===== config.mk =====
export PLATFORM = sky130hd
export DESIGN_NAME = track_line_builder
export DESIGN_NICKNAME = d
export VERILOG_FILES = /design/src/rtl/track_line_builder.sv
export SDC_FILE = /design/constraint.sdc
export NUM_CORES = 2
export LEC_CHECK = 0
export CAP_MARGIN = 30
export CORE_ASPECT_RATIO = 0.8
export CORE_MARGIN = 2
export CORE_UTILIZATION = 44
export DETAILED_ROUTE_END_ITERATION = 8
export SLEW_MARGIN = 20
export SYNTH_ARGS = -nofsm -noshare
export SYNTH_HDL_FRONTEND = slang
export SYNTH_SLANG_ARGS = --single-unit
export TNS_END_PERCENT = 30

===== constraint.sdc =====
create_clock -name pixel_clk -period 4.5 [get_ports pixel_clk]
set_clock_uncertainty 0.15 [all_clocks]
set_input_delay 1.125 -clock pixel_clk [delete_from_list [all_inputs] [get_ports pixel_clk]]
set_output_delay 1.125 -clock pixel_clk [all_outputs]
set_load 0.03 [all_outputs]

===== src/rtl/track_line_builder.sv =====
// track_line_builder: per-frame builder of the track scanline table.
// On frame_start it walks the rows from nearest (ROWS-1) to the horizon (0),
// computing one packed edge word per row, and stores it in a row RAM that the
// plotter reads through a registered 1-cycle read port.
// Optional feature macro: TRACK_DOUBLE_BUFFER_EN (two RAM banks, the plotter
// only sees complete tables). Default build: a single shared bank.
module track_line_builder #(
  parameter int ROWS        = 60,
  parameter int WINDOW_W    = 160,
  parameter int CENTER      = 80,
  parameter int MIN_HW      = 8,
  parameter int CURVE_SHIFT = 6
) (
  input  logic        pixel_clk,
  input  logic        reset,
  input  logic        frame_start,
  input  logic [7:0]  curve,
  input  logic [7:0]  player_x,
  input  logic [9:0]  scroll,
  input  logic [8:0]  rd_addr,
  output logic [31:0] rd_data,
  output logic        busy,
  output logic        done,
  output logic        overrun
);

  localparam int AW = (ROWS > 1) ? $clog2(ROWS) : 1;

  localparam logic [1:0] S_IDLE  = 2'd0;
  localparam logic [1:0] S_LATCH = 2'd1;
  localparam logic [1:0] S_CALC  = 2'd2;
  localparam logic [1:0] S_WRITE = 2'd3;

  logic [1:0]         state_q, state_d;
  logic [AW-1:0]      r_q, r_d;
  logic signed [20:0] acc_q, acc_d;
  logic signed [20:0] step_q, step_d;
  logic signed [7:0]  curve_q, curve_d;
  logic signed [7:0]  px_q, px_d;
  logic [9:0]         scroll_q, scroll_d;
  logic [31:0]        word_q, word_d;
  logic               overrun_q, overrun_d;
  logic [31:0]        rd_data_q, rd_data_d;
  logic               last_write;

  logic signed [20:0] curve_ext, px_ext, hw, bw, c;
  logic [9:0]         stripe_sum;
  logic [31:0]        row_word;

  // Clamp a signed x coordinate into the visible window [0, WINDOW_W].
  function automatic logic [9:0] clamp_x(input logic signed [20:0] v);
    if (v < 21'sd0) return 10'd0;
    else if (v > 21'(WINDOW_W)) return 10'(WINDOW_W);
    else return v[9:0];
  endfunction

  assign busy       = (state_q != S_IDLE);
  assign last_write = (state_q == S_WRITE) && (r_q == '0);
  assign done       = last_write;
  assign overrun    = overrun_q;
  assign rd_data    = rd_data_q;

  // Row geometry: perspective half-width, bump width and curve-bent centre.
  always_comb begin
    curve_ext  = {{13{curve_q[7]}}, curve_q};
    px_ext     = {{13{px_q[7]}}, px_q};
    hw         = 21'(MIN_HW) + signed'({{(21-AW){1'b0}}, r_q});
    bw         = (hw >>> 3) + 21'sd1;
    c          = 21'(CENTER) - px_ext + (acc_q >>> CURVE_SHIFT);
    stripe_sum = {{(10-AW){1'b0}}, r_q} + scroll_q;
    row_word   = {stripe_sum[2], 1'b0, clamp_x(c + hw), clamp_x(c - hw - bw),
                  clamp_x(c - hw)};
  end

  // Build sequencer; acc tracks curve*d*d through the running odd-step sum.
  always_comb begin
    state_d   = state_q;
    r_d       = r_q;
    acc_d     = acc_q;
    step_d    = step_q;
    curve_d   = curve_q;
    px_d      = px_q;
    scroll_d  = scroll_q;
    word_d    = word_q;
    overrun_d = overrun_q;
    case (state_q)
      S_IDLE: begin
        if (frame_start) state_d = S_LATCH;
      end
      S_LATCH: begin
        curve_d  = curve;
        px_d     = player_x;
        scroll_d = scroll;
        r_d      = AW'(ROWS - 1);
        acc_d    = '0;
        step_d   = {{13{curve[7]}}, curve};
        state_d  = S_CALC;
      end
      S_CALC: begin
        word_d  = row_word;
        state_d = S_WRITE;
      end
      S_WRITE: begin
        acc_d  = acc_q + step_q;
        step_d = step_q + (curve_ext <<< 1);
        r_d    = r_q - AW'(1);
        if (last_write) state_d = frame_start ? S_LATCH : S_IDLE;
        else            state_d = S_CALC;
      end
      default: state_d = S_IDLE;
    endcase
    // A start request that lands on the done cycle is a legal back-to-back build.
    if (frame_start && busy && !last_write) overrun_d = 1'b1;
  end

  // Control state: FSM and sticky overrun flag.
  always_ff @(posedge pixel_clk) begin
    if (reset) begin
      state_q   <= S_IDLE;
      overrun_q <= 1'b0;
    end else begin
      state_q   <= state_d;
      overrun_q <= overrun_d;
    end
  end

  // Datapath registers carry no reset; the FSM qualifies every use.
  always_ff @(posedge pixel_clk) begin
    r_q      <= r_d;
    acc_q    <= acc_d;
    step_q   <= step_d;
    curve_q  <= curve_d;
    px_q     <= px_d;
    scroll_q <= scroll_d;
    word_q   <= word_d;
  end

`ifdef TRACK_DOUBLE_BUFFER_EN
  logic        rd_bank_q, rd_bank_d;
  logic [31:0] mem [2][ROWS];

  // Flip to the freshly written bank once its last row lands.
  always_comb rd_bank_d = last_write ? ~rd_bank_q : rd_bank_q;

  // An aborted build must not expose its half-written bank, so a reset
  // arriving mid-build leaves the bank selector alone.
  always_ff @(posedge pixel_clk) begin
    if (reset) begin
      if (state_q == S_IDLE) rd_bank_q <= 1'b0;
    end else begin
      rd_bank_q <= rd_bank_d;
    end
  end

  // Builds always target the bank the plotter is not reading.
  always_ff @(posedge pixel_clk) begin
    if (state_q == S_WRITE) mem[~rd_bank_q][r_q] <= word_q;
  end

  // Read mux; out-of-range rows read as zero.
  always_comb begin
    rd_data_d = '0;
    if (rd_addr < 9'(ROWS)) rd_data_d = mem[rd_bank_q][rd_addr[AW-1:0]];
  end
`else
  logic [31:0] mem [ROWS];

  // Single shared bank; a same-cycle read of the row being written sees the old word.
  always_ff @(posedge pixel_clk) begin
    if (state_q == S_WRITE) mem[r_q] <= word_q;
  end

  // Read mux; out-of-range rows read as zero.
  always_comb begin
    rd_data_d = '0;
    if (rd_addr < 9'(ROWS)) rd_data_d = mem[rd_addr[AW-1:0]];
  end
`endif

  // Registered read port.
  always_ff @(posedge pixel_clk) begin
    if (reset) rd_data_q <= '0;
    else       rd_data_q <= rd_data_d;
  end

endmodule

==> results.yml <==
setup_path:
  cp.arrival_ns: 5.21
  path_cells: "ha_1 > ha_2 > inv_2 > fa_2 > nand2b_4 > nand2b_4 > a21oi_2 > xnor2_2 > ha_1 > buf_4 > nand2b_1 > a21oi_1 > a21oi_2 > o21bai_2 > o21bai_2 > or3_1 > o22a_1 > a211oi_1 > buf_4 > and4b_2 > and2_1"
  worstSetupPathType: "flop to flop"
  start_kind: "flop"
  startpoint: "acc_q[7]"
  critPathCaptureType: "flop"
  worst_ep_required_time_ns: 5.03
  cp_slowest_cell: "edfxtp_1"
  worstPathMaxFanout: 6
  slowest_delay_ns: 0.38
  timing.rr.start: "acc_q[7]"
route:
  via_per_inst: 5.78
  post_drt_wl_per_cell_um: 28.7
  ant_nets: 0
  first_iter_violations: 4347
  dr_total_vias: 38200
  drc: 0
  drt_wl_total_um: 189000
  drt_pre_antenna_iters: 7
final_layout:
  nets: 4168
  syn2layout_area_growth_pct: 15.5
  final_common_cell: "edfxtp_1"
  layout_common_cells: "1,958 x edfxtp_1, 589 x mux4_2, 226 x buf_4"
  final_util_pct: 51.2
  drive_gt1_share_pct: 30.6
status:
  status: "finished with violations"
  failed_checks: "negative setup slack"
sta:
  setup_viol_count_final: 16
  fin_crit_ns: 4.68
  hold_violations: 0
  worstMarginPinSlew_ns: 0.972
  finalCritPeriodShare_pct: 104
  maxSlewHeadroom_pct: 35.0
  fin_ws_ns: -0.180
  drv_slew: 0
  max_freq_mhz: 214
  rsz0062_at_grt: "yes"
hold_path:
  worst_hold_path_type: "flop to flop"
  hold_start: "overrun"
cts:
  cts_tree: "built"
  root_buffer: "clkbuf_16"
  cts_made_buffers: 192
  cts_sinks: 1992
  path_clk_slew_ns: 0.06
  htreeDepth: 4
  cts_buffer_depth: 3
  clock_latency_ns: 0.82
power_and_ir_drop:
  p_int_mw: 30.6
  clockPowerShare_pct: 39.9
  power_density_mw_per_mm2: 430
  power.total_mw: 39.6
  p_switching_mw: 8.97
  vdd_drop_max_uv: 299
  p_seq_share_pct: 51.6
  switching_share_pct: 22.6
  p_comb_share_pct: 8.6
  power_leakage_nw: 29.3
synth:
  async_flop_share_pct: 0
  syn_area_per_cell_um2: 21.7
  syn_inst: 3676
  syn_area_mm2: 0.0797
  yosysWarnings: 0
  ys_seq_elements: 1992
  yosysSeqAreaShare_pct: 74.6
  synth_edf_count: 1958
  synth.distinct_cells: 96
  synth_flop_cell: "edfxtp_1"
floorplanning:
  coreArea_mm2: 0.180
  dieArea_mm2: 0.185
  io_pins: 73
  dieHeight_um: 385
  dieWidth_um: 480
  rows: 139
  start_util_pct: 44.4
grt:
  grt_pass1_vias: 38900
  overflow: 0
  grt_pass1_wl_um: 277000
  grt_max_degree: 61
  antenna_found_initial: 13
  gr-usage-all-layers_pct: 20.8
job:
  maxCapViolations: 0
placement:
  gp_congestion: 0.771
  portBuffers: 64
  place_hpwl_um: 111000
## registers in the layout (all words and copies together) (netlist names)
signal    flops
mem        1860
rd_data      31
word_q       31
acc_q        21
step_q       21
curve_q       8
px_q          8
r_q           6
scroll_q      3
state_q       2
overrun       1
## synthesized netlist by cell type (all sizes together), types with 9 or more instances
cell type	n	area [um^2]
edfxtp	1958	58800
mux4	589	13300
nor2	121	462
clkbuf	106	398
ha	92	1150
nand2	90	340
o21ai	74	374
buf	66	285
inv	57	214
a21oi	51	270
nor2b	44	275
nor3	41	236
xnor2	37	332
dfxtp	34	681
mux2i	32	320
nand3	27	140
xor2	26	254
a21o	17	128
and2	17	108
o21a	15	113
nand2b	14	87.6
or3	14	87.6
and3	12	75.1
a211oi	10	95.1
a21boi	10	90.1
a31oi	10	62.6
nor4	10	90.1
o31ai	9	67.6
## critical path: cells and delay by family, from the launching register on
| family | cells | cell delay (ns) |
|---|---|---|
| flops | 1 | 0.38 |
| fa+ha+maj | 4 | 1.17 |
| simple gates | 6 | 1.07 |
| buf+inv | 3 | 0.32 |
| xor+xnor | 1 | 0.15 |
| compound gates | 7 | 1.30 |
## cell type report
type,count,area [um^2]
repair buffers,328,3110
fillers,14100,87600
clock inverters,129,1130
well taps,2397,3000
flip-flops and latches,1992,59500
diodes,7,17.5
inverters,58,218
clock buffers,228,5000
multi-input cells,1460,20100
## kinds of logic after synthesis
family | share of synthesized area [%]
compound gates | 2.20
simple gates | 2.66
other cells | 0.00470
buf+inv | 1.13
fa+ha+maj | 1.59
flops | 74.6
xor+xnor | 0.735
mux | 17.1
## metrics by stage
| step | instances | setup slack [ns] | area, um^2 | hold WS (ns) | TNS (ns) |
|---|---|---|---|---|---|
| after floorplan | 3682 | 0.0425 | 79900 | 0.417 | 0 |
| after global placement | 6219 | -0.193 | 85600 | 0.311 | -1.91 |
| after detailed placement | 6221 | -0.174 | 85600 | 0.318 | -2.01 |
| after CTS | 6585 | -0.122 | 91900 | 0.328 | -1.11 |
| after global routing | 6593 | -0.407 | 92000 | 0.370 | -7.51 |
| final | 6599 | -0.180 | 92000 | 0.319 | -2.09 |
## final timing paths
kind              slack [ns]  depth (start not counted)         to
hold / removal          0.32                          2    overrun
setup reg to reg       -0.18                         21  word_q[2]
hold reg to reg         0.32                          2    overrun
setup / recovery       -0.18                         21  word_q[2]
## routing by layer
layer / routed length [um] / GRT usage (%) / vias to the layer above
met2: 89500 / 32.3 / 1291
met3: 15100 / 4.45 / 253
met4: 3630 / 4.92 / 2
li1: - / - / 16200
met1: 81300 / 30.4 / 20400
met5: 13 / 0 / -
## power groups by stage
stage,registers (mW),logic (mW),clock network (mW)
after floorplan,20.9,2.04,0
after global placement,20.8,3.26,0
after detailed placement,20.8,3.28,0
after CTS,20.4,3.37,16.1
after global routing,20.4,3.68,16.9
final,20.4,3.39,15.8
## timing repair
action,in CTS,in global routing
hold buffers,0,0
pin swaps,7,2
endpoints found under the setup margin,25,24
setup buffers,7,6
resized for setup,18,13
No activity file was read; power rests on OpenSTA's default activity.
